## src/rtl/pic_sample_fifo_if.sv

```systemverilog
// pic_sample_fifo_if: PIC-side capture handshake, DAC-side release handshake
// and status/flag signals of pic_sample_fifo. The slave modport is the FIFO
// itself; the master modport is whatever drives the PIC and consumes samples.
interface pic_sample_fifo_if #(
  parameter int LEVEL_W = 4
);
  logic               rx;
  logic [9:0]         pic_data;
  logic               tx;
  logic [11:0]        dac_data;
  logic               dac_valid;
  logic               dac_ready;
  logic [LEVEL_W-1:0] fifo_level;
  logic               overflow;
  logic               underrun;
  logic               clr_flags;

  modport slave (
    input  rx, pic_data, dac_ready, clr_flags,
    output tx, dac_data, dac_valid, fifo_level, overflow, underrun
  );

  modport master (
    output rx, pic_data, dac_ready, clr_flags,
    input  tx, dac_data, dac_valid, fifo_level, overflow, underrun
  );
endinterface

```

## src/rtl/pic_sample_fifo.sv

```systemverilog
// pic_sample_fifo: captures 10-bit PIC samples over the rx/tx level handshake,
// widens them to 12 bits, buffers them in a circular FIFO and releases one
// sample per pacing tick to the SPI stage over valid/ready. Overflow and
// underrun are reported as sticky flags.
module pic_sample_fifo #(
  parameter int DEPTH    = 8,
  parameter int RATE_DIV = 1000
) (
  input  logic             clk,
  input  logic             rst,
  pic_sample_fifo_if.slave bus
);

  localparam int ADDR_W  = $clog2(DEPTH);
  localparam int LEVEL_W = ADDR_W + 1;
  localparam int CNT_W   = $clog2(RATE_DIV);

  localparam logic [LEVEL_W-1:0] LEVEL_FULL  = LEVEL_W'(DEPTH);
  localparam logic [LEVEL_W-1:0] LEVEL_EMPTY = {LEVEL_W{1'b0}};
  localparam logic [LEVEL_W-1:0] LEVEL_ONE   = LEVEL_W'(1);
  localparam logic [ADDR_W-1:0]  PTR_ONE     = ADDR_W'(1);
  localparam logic [CNT_W-1:0]   CNT_LAST    = CNT_W'(RATE_DIV - 1);
  localparam logic [CNT_W-1:0]   CNT_ONE     = CNT_W'(1);

  typedef enum logic [1:0] {
    IDLE     = 2'd0,
    WAIT_LOW = 2'd1,
    FULL     = 2'd2
  } state_t;

  // Replicating the two MSBs into the new LSBs maps 0 to 0 and full scale
  // (1023) to full scale (4095) with a monotonic, nearly linear curve.
  function automatic logic [11:0] widen(input logic [9:0] d);
    return {d, d[9:8]};
  endfunction

  // rx synchronizer and one-cycle delayed copy for edge detection
  logic rx_meta;
  logic rx_s;
  logic rx_s_d;

  // capture FSM
  state_t state;
  state_t state_next;
  logic   push;
  logic   tx_next;
  logic   ovf_set;
  logic   tx_hold;

  // FIFO storage and bookkeeping
  logic [11:0]        mem [DEPTH];
  logic [ADDR_W-1:0]  wr_ptr;
  logic [ADDR_W-1:0]  rd_ptr;
  logic [LEVEL_W-1:0] level;
  logic               full;
  logic               empty;

  // pacing and output stage
  logic [CNT_W-1:0] cnt;
  logic             tick;
  logic             pop;
  logic             unr_set;
  logic             consume;
  logic [11:0]      out_data;
  logic             out_valid;

  // sticky flags
  logic ovf_flag;
  logic unr_flag;

  assign full  = (level == LEVEL_FULL);
  assign empty = (level == LEVEL_EMPTY);
  assign tick  = (cnt == CNT_LAST);

  // Bring the asynchronous rx level into the clk domain; keep the previous
  // synchronized value to spot a fresh rise while the FIFO is full.
  always_ff @(posedge clk or posedge rst) begin
    if (rst) begin
      rx_meta <= 1'b0;
      rx_s    <= 1'b0;
      rx_s_d  <= 1'b0;
    end else begin
      rx_meta <= bus.rx;
      rx_s    <= rx_meta;
      rx_s_d  <= rx_s;
    end
  end

  // Capture FSM state register.
  always_ff @(posedge clk or posedge rst) begin
    if (rst) begin
      state <= IDLE;
    end else begin
      state <= state_next;
    end
  end

  // Capture FSM next-state: accept in IDLE, wait for rx to drop, park in FULL
  // until the output side frees an entry.
  always_comb begin
    state_next = state;
    case (state)
      IDLE: begin
        if (rx_s && !full) begin
          state_next = WAIT_LOW;
        end else begin
          state_next = IDLE;
        end
      end
      WAIT_LOW: begin
        if (!rx_s) begin
          if (full) begin
            state_next = FULL;
          end else begin
            state_next = IDLE;
          end
        end else begin
          state_next = WAIT_LOW;
        end
      end
      FULL: begin
        if (!full) begin
          state_next = IDLE;
        end else begin
          state_next = FULL;
        end
      end
      default: begin
        state_next = IDLE;
      end
    endcase
  end

  // Capture FSM outputs: FIFO write strobe, overflow event and the value tx
  // takes at the next edge (high exactly when the FSM is heading to IDLE).
  always_comb begin
    push    = 1'b0;
    ovf_set = 1'b0;
    tx_next = (state_next == IDLE);
    case (state)
      IDLE: begin
        if (rx_s && !full) begin
          push = 1'b1;
        end else begin
          push = 1'b0;
        end
      end
      WAIT_LOW: begin
        push = 1'b0;
      end
      FULL: begin
        // A new rise while still full is a sample the PIC sent anyway; it is
        // dropped and remembered. If an entry frees up this same cycle the
        // FSM goes back to IDLE and the still-high rx is captured there.
        if (full && rx_s && !rx_s_d) begin
          ovf_set = 1'b1;
        end else begin
          ovf_set = 1'b0;
        end
      end
      default: begin
        push    = 1'b0;
        ovf_set = 1'b0;
      end
    endcase
  end

  // Registered tx so the PIC sees a glitch-free level.
  always_ff @(posedge clk or posedge rst) begin
    if (rst) begin
      tx_hold <= 1'b1;
    end else begin
      tx_hold <= tx_next;
    end
  end

  // Free-running pacing counter; tick phase depends only on reset release.
  always_ff @(posedge clk or posedge rst) begin
    if (rst) begin
      cnt <= {CNT_W{1'b0}};
    end else if (tick) begin
      cnt <= {CNT_W{1'b0}};
    end else begin
      cnt <= cnt + CNT_ONE;
    end
  end

  // Output-side decisions for this cycle: a tick either pops, reports an
  // underrun, or is ignored because the previous sample is still pending.
  always_comb begin
    pop     = 1'b0;
    unr_set = 1'b0;
    consume = out_valid && bus.dac_ready;
    if (tick && !out_valid) begin
      if (!empty) begin
        pop = 1'b1;
      end else begin
        unr_set = 1'b1;
      end
    end else begin
      pop     = 1'b0;
      unr_set = 1'b0;
    end
  end

  // FIFO storage; contents need no reset because the pointers and level
  // define what is valid.
  always_ff @(posedge clk) begin
    if (push) begin
      mem[wr_ptr] <= widen(bus.pic_data);
    end
  end

  // FIFO pointers (wrap naturally at the power-of-two DEPTH) and occupancy.
  always_ff @(posedge clk or posedge rst) begin
    if (rst) begin
      wr_ptr <= {ADDR_W{1'b0}};
      rd_ptr <= {ADDR_W{1'b0}};
      level  <= LEVEL_EMPTY;
    end else begin
      if (push) begin
        wr_ptr <= wr_ptr + PTR_ONE;
      end
      if (pop) begin
        rd_ptr <= rd_ptr + PTR_ONE;
      end
      case ({push, pop})
        2'b10:   level <= level + LEVEL_ONE;
        2'b01:   level <= level - LEVEL_ONE;
        default: level <= level;
      endcase
    end
  end

  // Output register: load on pop, drop valid once the SPI stage takes it.
  // dac_data keeps its last value when valid falls or an underrun occurs.
  always_ff @(posedge clk or posedge rst) begin
    if (rst) begin
      out_data  <= 12'd0;
      out_valid <= 1'b0;
    end else if (pop) begin
      out_data  <= mem[rd_ptr];
      out_valid <= 1'b1;
    end else if (consume) begin
      out_valid <= 1'b0;
    end
  end

  // Sticky flags; a set event in the same cycle as clr_flags wins.
  always_ff @(posedge clk or posedge rst) begin
    if (rst) begin
      ovf_flag <= 1'b0;
      unr_flag <= 1'b0;
    end else begin
      if (ovf_set) begin
        ovf_flag <= 1'b1;
      end else if (bus.clr_flags) begin
        ovf_flag <= 1'b0;
      end
      if (unr_set) begin
        unr_flag <= 1'b1;
      end else if (bus.clr_flags) begin
        unr_flag <= 1'b0;
      end
    end
  end

  assign bus.tx         = tx_hold;
  assign bus.dac_data   = out_data;
  assign bus.dac_valid  = out_valid;
  assign bus.fifo_level = level;
  assign bus.overflow   = ovf_flag;
  assign bus.underrun   = unr_flag;

endmodule
```

## src/flat_wrapper.sv

```systemverilog
// flat-port wrapper written by rule: the top's interface ports become plain ports
module pic_sample_fifo_flat 
#(
  parameter int DEPTH    = 8,
  parameter int RATE_DIV = 1000
)
  (clk, rst, bus_rx, bus_pic_data, bus_dac_ready, bus_clr_flags, bus_tx, bus_dac_data, bus_dac_valid, bus_fifo_level, bus_overflow, bus_underrun);
  pic_sample_fifo_if bus_i ();
  input  logic clk;
  input  logic rst;
  input wire logic [$bits(bus_i.rx)-1:0] bus_rx;
  input wire logic [$bits(bus_i.pic_data)-1:0] bus_pic_data;
  input wire logic [$bits(bus_i.dac_ready)-1:0] bus_dac_ready;
  input wire logic [$bits(bus_i.clr_flags)-1:0] bus_clr_flags;
  output wire logic [$bits(bus_i.tx)-1:0] bus_tx;
  output wire logic [$bits(bus_i.dac_data)-1:0] bus_dac_data;
  output wire logic [$bits(bus_i.dac_valid)-1:0] bus_dac_valid;
  output wire logic [$bits(bus_i.fifo_level)-1:0] bus_fifo_level;
  output wire logic [$bits(bus_i.overflow)-1:0] bus_overflow;
  output wire logic [$bits(bus_i.underrun)-1:0] bus_underrun;
  assign bus_i.rx = bus_rx;
  assign bus_i.pic_data = bus_pic_data;
  assign bus_i.dac_ready = bus_dac_ready;
  assign bus_i.clr_flags = bus_clr_flags;
  assign bus_tx = bus_i.tx;
  assign bus_dac_data = bus_i.dac_data;
  assign bus_dac_valid = bus_i.dac_valid;
  assign bus_fifo_level = bus_i.fifo_level;
  assign bus_overflow = bus_i.overflow;
  assign bus_underrun = bus_i.underrun;
  pic_sample_fifo #(.DEPTH(DEPTH), .RATE_DIV(RATE_DIV)) u_core (.clk(clk), .rst(rst), .bus(bus_i));
endmodule
```

## config.mk

```make
export PLATFORM = sky130hd
export DESIGN_NAME = pic_sample_fifo_flat
export DESIGN_NICKNAME = d
export VERILOG_FILES = /design/src/rtl/pic_sample_fifo_if.sv /design/src/rtl/pic_sample_fifo.sv /design/src/flat_wrapper.sv
export SDC_FILE = /design/constraint.sdc
export NUM_CORES = 1
export LEC_CHECK = 0
export ABC_AREA = 1
export CORE_MARGIN = 3
export CORE_UTILIZATION = 40
export CTS_CLUSTER_SIZE = 25
export DETAILED_ROUTE_END_ITERATION = 10
export PLACE_DENSITY = 0.67
export SLEW_MARGIN = 10
export SYNTH_ARGS = -nofsm -noshare
export SYNTH_HDL_FRONTEND = slang
export SYNTH_SLANG_ARGS = --single-unit
```

## constraint.sdc

```tcl
create_clock -name clk -period 4.9 [get_ports clk]
set_input_delay 1.47 -clock clk [delete_from_list [all_inputs] [get_ports clk]]
set_output_delay 1.47 -clock clk [all_outputs]
set_load 0.02 [all_outputs]
```

==> results of run 1 <==
-- sequential cells by signal, indices dropped and copies added (netlist names) --
signal	cells
u_core.rx_s_d	1
u_core.rd_ptr	3
u_core.cnt	10
u_core.bus.overflow	1
u_core.mem	80
u_core.bus.underrun	1
u_core.rx_s	1
u_core.bus.tx	1
u_core.bus.dac_valid	1
u_core.wr_ptr	3
u_core.bus.dac_data	10
u_core.state	2
u_core.rx_meta	1
u_core.bus.fifo_level	4
-- power by group --
part	leakage, uW	switching, uW	internal, uW	total (uW)
combinational	0.00117	215	122	337
sequential	0.00123	53.7	1180	1240
clock	0.000313	407	901	1310
total	0.00271	676	2200	2880
-- routing by layer --
metal / up-vias / GRT usage
met2: 98 / 0.243
li1: 1744 / -
met5: - / 0
met1: 1621 / 0.197
met4: 0 / 0.0637
met3: 12 / 0.0475
-- metrics by stage --
stage                     setup slack [ps]   util
after detailed placement              2350  0.460
final                                 1940  0.512
after CTS                             1910  0.512
after global placement                2340  0.460
after floorplan                       2540      -
after global routing                  1880  0.512
-- final timing paths --
kind | endpoint | cells after the start
min in group asynchronous | u_core.bus.dac_data[6] | 3
max | bus_tx | 1
max reg2reg | u_core.mem[1][4] | 4
min reg2reg | u_core.rx_s | 0
max in group asynchronous | u_core.bus.tx | 3
min | u_core.rx_s | 0
-- worst reg2reg max path: stages (launching register included) --
cell,delay [ps]
dfrtp_1,420
inv_1,90
nand4_1,170
nand4_2,360
nor3_2,900
-- Yosys cell counts, types with 2 or more instances --
library cell  count
xor2_1            4
ha_1              6
nand3_2           2
a21oi_1           4
nand4_1           4
o22ai_1           2
nor2_1           28
clkbuf_1          6
nor3_1           10
nor2_4            2
buf_4             2
nand3_1           9
edfxtp_1         80
buf_6             2
inv_1            27
dfrtp_1          38
xnor2_1           4
nand2_1         227
inv_2             5
o21ai_0          16
buf_2             9
o21ai_1          12
-- cells by family after synthesis --
family	count (synthesis)
and+or+nand+nor	288
DFF	119
buffers and inverters	53
AOI/OAI and AO/OA	36
xor gates and xnor gates	8
adders and majority gates	6
-- cell type report --
type                    count  area (um2)  area share
inverters                  34         129      0.0205
well taps                 168         210      0.0335
clock buffers              23         488      0.0778
clock inverters             9         146      0.0233
multi-input cells         338        1520       0.243
repair buffers             42         400      0.0638
flip-flops and latches    119        3380       0.538
==> results.py, run 1 <==
metrics = {
    "hold_path": {
        "worst_hold_path_type": "reg2reg",
        "hp-start": "u_core.rx_meta",
    },
    "grt": {
        "grt_max_degree": 44,
        "overflow": 0,
        "grt_pass1_wl_um": 16900,
        "grt_usage": 0.154,
        "grt_pass1_vias": 3403,
        "antenna_found_initial": 0,
    },
    "cts": {
        "hold_buffers": 0,
        "clockBufferDepth": 2,
        "cts.sinks": 119,
        "cts_buffers": 17,
        "cts_resized": 0,
        "cts_htree_levels": 4,
        "clkLatencyLatePin_ps": 410,
        "path_clk_slew_ps": 50,
        "cts-root-buf": "clkbuf_16",
        "tritoncts": "done",
        "post-cts-setup-buffers": 0,
    },
    "worst_setup_path": {
        "path_delay_family": "buffers and inverters",
        "path_buf_inv": 1,
        "timing.rr.start": "u_core.bus.fifo_level[0]",
        "start_kind": "register",
        "cpMaxStageDelayCell": "clkdlybuf4s50_1",
        "path_cells": "clkdlybuf4s50_1",
        "end_kind": "output pin",
        "path_class": "reg2out",
        "r2r_slack_ps": 2590,
        "slowest_delay_ps": 590,
        "cp_data_required_time_ps": 3430,
        "arrival_ps": 1490,
        "worstPathMaxFanout": 1,
        "worstSetupStartpoint": "u_core.bus.tx",
    },
    "cells_and_area": {
        "final_cell_area_um2": 6280,
        "final_nets": 573,
        "areaGrowthSynthToFinish_pct": 22.4,
        "antenna_cells": 0,
        "final_cell_count_no_fill": 733,
        "layout-drive-gt1-share": 0.0991,
        "num-fill-cells": 1052,
        "final_common_cell": "nand2_1",
        "layout_common_cells": "nand2_1 (227), edfxtp_1 (80), dfrtp_1 (38)",
    },
    "routing": {
        "vias": 3475,
        "drtAntennaViolNets": 0,
        "wl_per_cell_um": 13.9,
        "drt-total-wl_um": 10200,
        "post-route-drc-count": 0,
        "viasPerCell": 4.74,
        "drtIter0Drc": 242,
        "routed-wl-met2_um": 4870,
        "top_layer_used": "met4",
        "wl_met3_um": 674,
        "firstDrtPassIters": 5,
        "met1_length_um": 4500,
    },
    "pwr": {
        "power.leakage_uw": 0.00271,
        "total_power_uw": 2880,
        "ir_worst_vdd_mv": 0.217,
        "p_per_area_nw_per_um2": 459,
    },
    "sta": {
        "rsz0062_at_grt": "no",
        "max_freq_mhz": 337,
        "finalHoldViolations": 0,
        "worst_slew_pin_slew_ps": 1020,
        "timing.final.crit_share": 0.605,
        "hold_ws_ps": 350,
        "clock_skew_ps": 9.74,
        "setup_viol": 0,
        "slew_viol_final": 0,
        "setup_tns_ps": 0,
        "relSlewSlack": 0.314,
        "fin_crit_ps": 2960,
    },
    "placed_design": {
        "dp_cells": 701,
        "gp_congestion": 0.862,
        "place_area_um2": 5640,
        "portBuffers": 34,
        "hpwl_um": 6250,
    },
    "yosys": {
        "synthArstFlopShare": 0.328,
        "yosysSeqAreaShare": 0.659,
        "synth-main-ff-cell": "edfxtp_1",
        "avgSynthCellArea_um2": 10.1,
        "synth_area_leaders": "edfxtp_1 (47%), dfrtp_1 (19%), nand2_1 (17%)",
        "synth_nets": 531,
        "synth_cells": 510,
        "yosysTopAreaCell": "edfxtp_1",
        "synth_top_area_frac": 0.469,
        "synth-simple-area-share": 0.230,
        "synth_compound_area_frac": 0.0369,
        "synthMuxAreaShare": 0,
        "synth_top_family_by_area": "simple AND/OR/NAND/NOR gates",
        "synth_edf_count": 80,
        "syn-cell-area_um2": 5130,
        "ys_ff_latch": 119,
        "ys_types": 33,
        "synth_xor_xnor_area_share": 0.0137,
        "yosysWarnings": 0,
        "synthAdderAreaFrac": 0.0146,
    },
    "outcome": {
        "status": "finished, final reports clean",
    },
    "job": {
        "maxCapViolCount": 0,
    },
    "floorplan": {
        "initial_core_util": 0.418,
        "pin_count": 35,
        "dieHeight_um": 119,
        "core-area_um2": 12300,
        "rows": 40,
        "die-width_um": 119,
        "die_area_um2": 14200,
    },
}
(Power assumes the default switching activity.)
==> run 2: changes to the inputs <==
Clock period 4.9 ns to 3.08 ns, I/O delays scaled along.
==> run 2 against run 1 <==
Net effect: die area did not move; sequential power rose by 58%; first-iteration DRC count rose by 20%; flip-flop and latch count did not move; clock skew rose by 1.8 ps; via count barely moved; hold slack got worse by 3.9 ps; setup slack got worse by 1300 ps; global-route usage rose by 0.12 points; final cell count rose by 0.41%; combinational power rose by 61%; total power rose by 55%; largest power group is now registers; highest routed layer unchanged.
==> results.py, run 2 (synthesis gave the netlist of run 1 again) <==
metrics = {
    "placed_design": {
        "hpwl_um": 6440,
        "gp_congestion": 0.830,
        "portBuffers": 34,
    },
    "cts": {
        "cts_htree_levels": 4,
        "clockBufferDepth": 2,
        "path_clk_slew_ps": 50,
        "cts.sinks": 119,
        "cts_resized": 0,
        "clkLatencyLatePin_ps": 400,
        "cts_buffers": 17,
        "cts-root-buf": "clkbuf_16",
        "tritoncts": "done",
        "hold_buffers": 0,
        "post-cts-setup-buffers": 0,
    },
    "worst_setup_path": {
        "start_kind": "register",
        "cp_data_required_time_ps": 2160,
        "worstPathMaxFanout": 1,
        "cpMaxStageDelayCell": "clkdlybuf4s50_1",
        "worstSetupStartpoint": "u_core.bus.tx",
        "path_cells": "clkdlybuf4s50_1",
        "end_kind": "output pin",
        "arrival_ps": 1490,
        "slowest_delay_ps": 590,
        "timing.rr.start": "u_core.bus.fifo_level[0]",
        "path_delay_family": "buffers and inverters",
        "path_buf_inv": 1,
        "path_class": "reg2out",
    },
    "sta": {
        "finalHoldViolations": 0,
        "relSlewSlack": 0.517,
        "clock_skew_ps": 11.6,
        "rsz0062_at_grt": "no",
        "fin_crit_ps": 2420,
        "slew_viol_final": 0,
        "max_freq_mhz": 414,
        "timing.final.crit_share": 0.785,
        "worst_slew_pin_slew_ps": 723,
        "hold_ws_ps": 346,
        "setup_viol": 0,
        "setup_tns_ps": 0,
    },
    "pwr": {
        "ir_worst_vdd_mv": 0.399,
        "total_power_uw": 4450,
        "p_per_area_nw_per_um2": 712,
        "power.leakage_uw": 0.00270,
    },
    "cells_and_area": {
        "layout_common_cells": "nand2_1 (227), edfxtp_1 (80), dfrtp_1 (38)",
        "final_nets": 576,
        "regMostFlops": "u_core.mem",
        "final_common_cell": "nand2_1",
        "antenna_cells": 0,
        "largest_reg_flops": 80,
        "layout-drive-gt1-share": 0.107,
        "areaGrowthSynthToFinish_pct": 22.0,
    },
    "grt": {
        "grt_pass1_wl_um": 17100,
        "antenna_found_initial": 0,
        "overflow": 0,
        "grt_pass1_vias": 3384,
        "grt_usage": 0.155,
        "grt_max_degree": 43,
    },
    "floorplan": {
        "core-area_um2": 12300,
        "pin_count": 35,
        "rows": 40,
        "initial_core_util": 0.418,
        "die-width_um": 119,
        "dieHeight_um": 119,
        "die_area_um2": 14200,
    },
    "routing": {
        "drt-total-wl_um": 10400,
        "wl_per_cell_um": 14.1,
        "post-route-drc-count": 0,
        "viasPerCell": 4.72,
        "firstDrtPassIters": 4,
        "drtAntennaViolNets": 0,
        "drtIter0Drc": 291,
        "vias": 3473,
    },
    "outcome": {
        "status": "finished, final reports clean",
    },
    "job": {
        "maxCapViolCount": 0,
    },
    "hold_path": {
        "worst_hold_path_type": "reg2reg",
        "hp-start": "u_core.rx_meta",
    },
}
## run 2: per-layer routing
metal | vias to the layer above | GRT usage | wire length, um | share of wire
li1 | 1748 | - | - | -
met5 | - | 0 | 0 | 0
met1 | 1649 | 0.201 | 4660 | 0.45
met4 | 0 | 0.0681 | 89 | 0.0086
met3 | 4 | 0.0394 | 491 | 0.047
met2 | 72 | 0.246 | 5150 | 0.50
## run 2: area by class of cell
type | instances | area [um2]
Inverter | 34 | 129
Timing Repair Buffer | 45 | 423
Tap cell | 168 | 210
Multi-Input combinational cell | 338 | 1510
Fill cell | 1080 | 6010
Sequential cell | 119 | 3380
Clock buffer | 19 | 453
Clock inverter | 13 | 146
## run 2: metrics by stage
| step | std cells | worst slack, ps | utilization | instance area, um2 |
|---|---|---|---|---|
| 2_1_floorplan | 510 | 885 | - | 5130 |
| 3_3_place_gp | 704 | 980 | 0.461 | 5650 |
| 3_5_place_dp | 704 | 809 | 0.461 | 5650 |
| 4_1_cts | 736 | 636 | 0.510 | 6250 |
| 5_1_grt | 736 | 515 | 0.510 | 6250 |
| 6_report | 736 | 662 | 0.510 | 6250 |
## run 2: path summary, 6_finish.rpt
check                                                end  slack [ps]  cells past startpoint
min in group asynchronous         u_core.bus.dac_data[4]         940                      3
worst max register to register  u_core.bus.fifo_level[2]         830                     10
max in group asynchronous                  u_core.bus.tx        1760                      3
worst min register to register               u_core.rx_s         350                      0
worst max-delay path                              bus_tx         660                      1
worst min-delay path                         u_core.rx_s         350                      0
## run 2: power breakdown
| part | internal [uW] | switching [uW] |
|---|---|---|
| Sequential | 1880 | 84.0 |
| Clock | 1240 | 709 |
| Combinational | 200 | 341 |
==> run 3: changes to the inputs <==
Clock period 3.08 ns to 2.4 ns, I/O delays scaled along.
==> run 3 against run 2 <==
Net effect: sequential share of layout area is 0.16 points lower; highest routed layer unchanged; sequential power is 29% higher; register-to-register slack worse by 640 ps; largest power group unchanged.
==> results.py, run 3 (synthesis gave the netlist of run 1 again) <==
metrics = {
    "cts": {
        "clockBufferDepth": 2,
        "cts_buffers": 17,
        "tritoncts": "done",
        "clkLatencyLatePin_ps": 410,
        "cts_htree_levels": 4,
        "cts.sinks": 119,
        "cts-root-buf": "clkbuf_16",
        "hold_buffers": 0,
        "path_clk_slew_ps": 50,
    },
    "cells_and_area": {
        "largest_reg_flops": 80,
        "areaGrowthSynthToFinish_pct": 22.4,
        "regMostFlops": "u_core.mem",
        "final_common_cell": "nand2_1",
        "multi_input_area_um2": 1520,
        "final_cell_area_um2": 6270,
        "layout-drive-gt1-share": 0.122,
        "layout_common_cells": "nand2_1 (227), edfxtp_1 (80), dfrtp_1 (38)",
        "antenna_cells": 0,
        "regArea_um2": 3380,
        "final_nets": 584,
        "num-fill-cells": 1071,
        "final_cell_count_no_fill": 744,
    },
    "pwr": {
        "p_sw_uw": 1520,
        "p_sw_frac": 0.274,
        "p_per_area_nw_per_um2": 882,
        "clkPwrFrac": 0.415,
        "pwr-share-comb": 0.129,
        "power.leakage_uw": 0.00271,
        "ir_worst_vdd_mv": 0.483,
        "p_int_uw": 4020,
        "power_frac_seq": 0.457,
    },
    "routing": {
        "drt-total-wl_um": 10400,
        "post-route-drc-count": 0,
        "viasPerCell": 4.74,
        "firstDrtPassIters": 5,
        "wl_per_cell_um": 14.0,
        "drtAntennaViolNets": 0,
        "drtIter0Drc": 233,
        "vias": 3526,
    },
    "floorplan": {
        "rows": 40,
        "initial_core_util": 0.418,
        "die-width_um": 119,
        "die_area_um2": 14200,
        "dieHeight_um": 119,
        "pin_count": 35,
        "core-area_um2": 12300,
    },
    "worst_setup_path": {
        "cp_data_required_time_ps": 1680,
        "r2r_cells": 15,
        "start_kind": "register",
        "crit_cells": 1,
        "path_cells": "clkdlybuf4s50_1",
        "worstPathMaxFanout": 1,
        "path_buf_inv": 1,
        "cpMaxStageDelayCell": "clkdlybuf4s50_1",
        "arrival_ps": 1510,
        "path_class": "reg2out",
        "slowest_delay_ps": 590,
        "end_kind": "output pin",
        "path_delay_family": "buffers and inverters",
        "r2r_slack_ps": 190,
    },
    "sta": {
        "clock_skew_ps": 5.32,
        "fin_ws_ps": 172,
        "setup_tns_ps": 0,
        "max_freq_mhz": 449,
        "rsz0062_at_grt": "no",
        "timing.final.crit_share": 0.928,
        "worst_slew_pin_slew_ps": 447,
        "relSlewSlack": 0.702,
        "fin_crit_ps": 2230,
        "setup_viol": 0,
        "finalHoldViolations": 0,
        "slew_viol_final": 0,
    },
    "placed_design": {
        "gp_congestion": 0.849,
        "dp_cells": 712,
        "place_area_um2": 5730,
        "portBuffers": 34,
        "hpwl_um": 6680,
        "pre_cts_ws_ps": 198,
    },
    "job": {
        "maxCapViolCount": 0,
    },
    "grt": {
        "overflow": 0,
        "antenna_found_initial": 0,
        "grt_max_degree": 43,
        "grt_pass1_wl_um": 16900,
        "grt_pass1_vias": 3415,
        "grt_usage": 0.152,
    },
    "hold_path": {
        "hold_depth": 0,
        "worst_hold_path_type": "reg2reg",
    },
    "outcome": {
        "status": "finished, final reports clean",
    },
}
-- run 3: changes by cell type in the layout (fill, tap and decap cells not counted), moves of 2 or more --
cell,previous run,this run
clkinvlp_4,2,4
clkbuf_8,2,0
bufinv_16,2,0
buf_4,11,18
clkinv_4,5,2
inv_6,2,5
-- run 3: metal layers --
metal  vias up  global-route usage  share of wire
li1       1767                   -              -
met1      1635               0.188           0.44
met2       109               0.254           0.48
met3        15              0.0423          0.064
met4         0              0.0615          0.015
met5         -                   0              0
-- run 3: final timing paths --
check                                      endpoint            from
max                                          bus_tx   u_core.bus.tx
min                                     u_core.rx_s  u_core.rx_meta
max reg2reg                u_core.bus.fifo_level[2]   u_core.cnt[0]
min reg2reg                             u_core.rx_s  u_core.rx_meta
max in group asynchronous             u_core.bus.tx             rst
min in group asynchronous    u_core.bus.dac_data[6]             rst
-- run 3: per-stage QoR --
stage,hold slack [ps],power [uW],util
after CTS,346,5560,0.511
after global placement,337,3230,0.467
after global routing,352,5750,0.512
final,343,5530,0.512
after detailed placement,336,3270,0.467
after floorplan,331,2970,-
-- run 3: power groups by stage --
stage	Clock, uW	Combinational, uW	Sequential, uW
3_5_place_dp	0	709	2560
6_report	2290	712	2530
4_1_cts	2320	713	2520
5_1_grt	2410	791	2540
3_3_place_gp	0	681	2550
2_1_floorplan	0	385	2590
-- run 3: repair_timing --
item	4_1_cts	5_1_grt
endpoints found under the setup margin	0	1
resized for setup	0	1
buffers inserted	0	0
endpoints found under the hold margin	0	0
-- run 3: layout make-up --
type / instances / share of cell area
multi-input combinational: 338 / 0.242
clock buffer: 17 / 0.0678
sequential: 119 / 0.539
clock inverter: 15 / 0.0188
tap: 168 / 0.0335
timing repair buffer: 53 / 0.0790
inverter: 34 / 0.0205
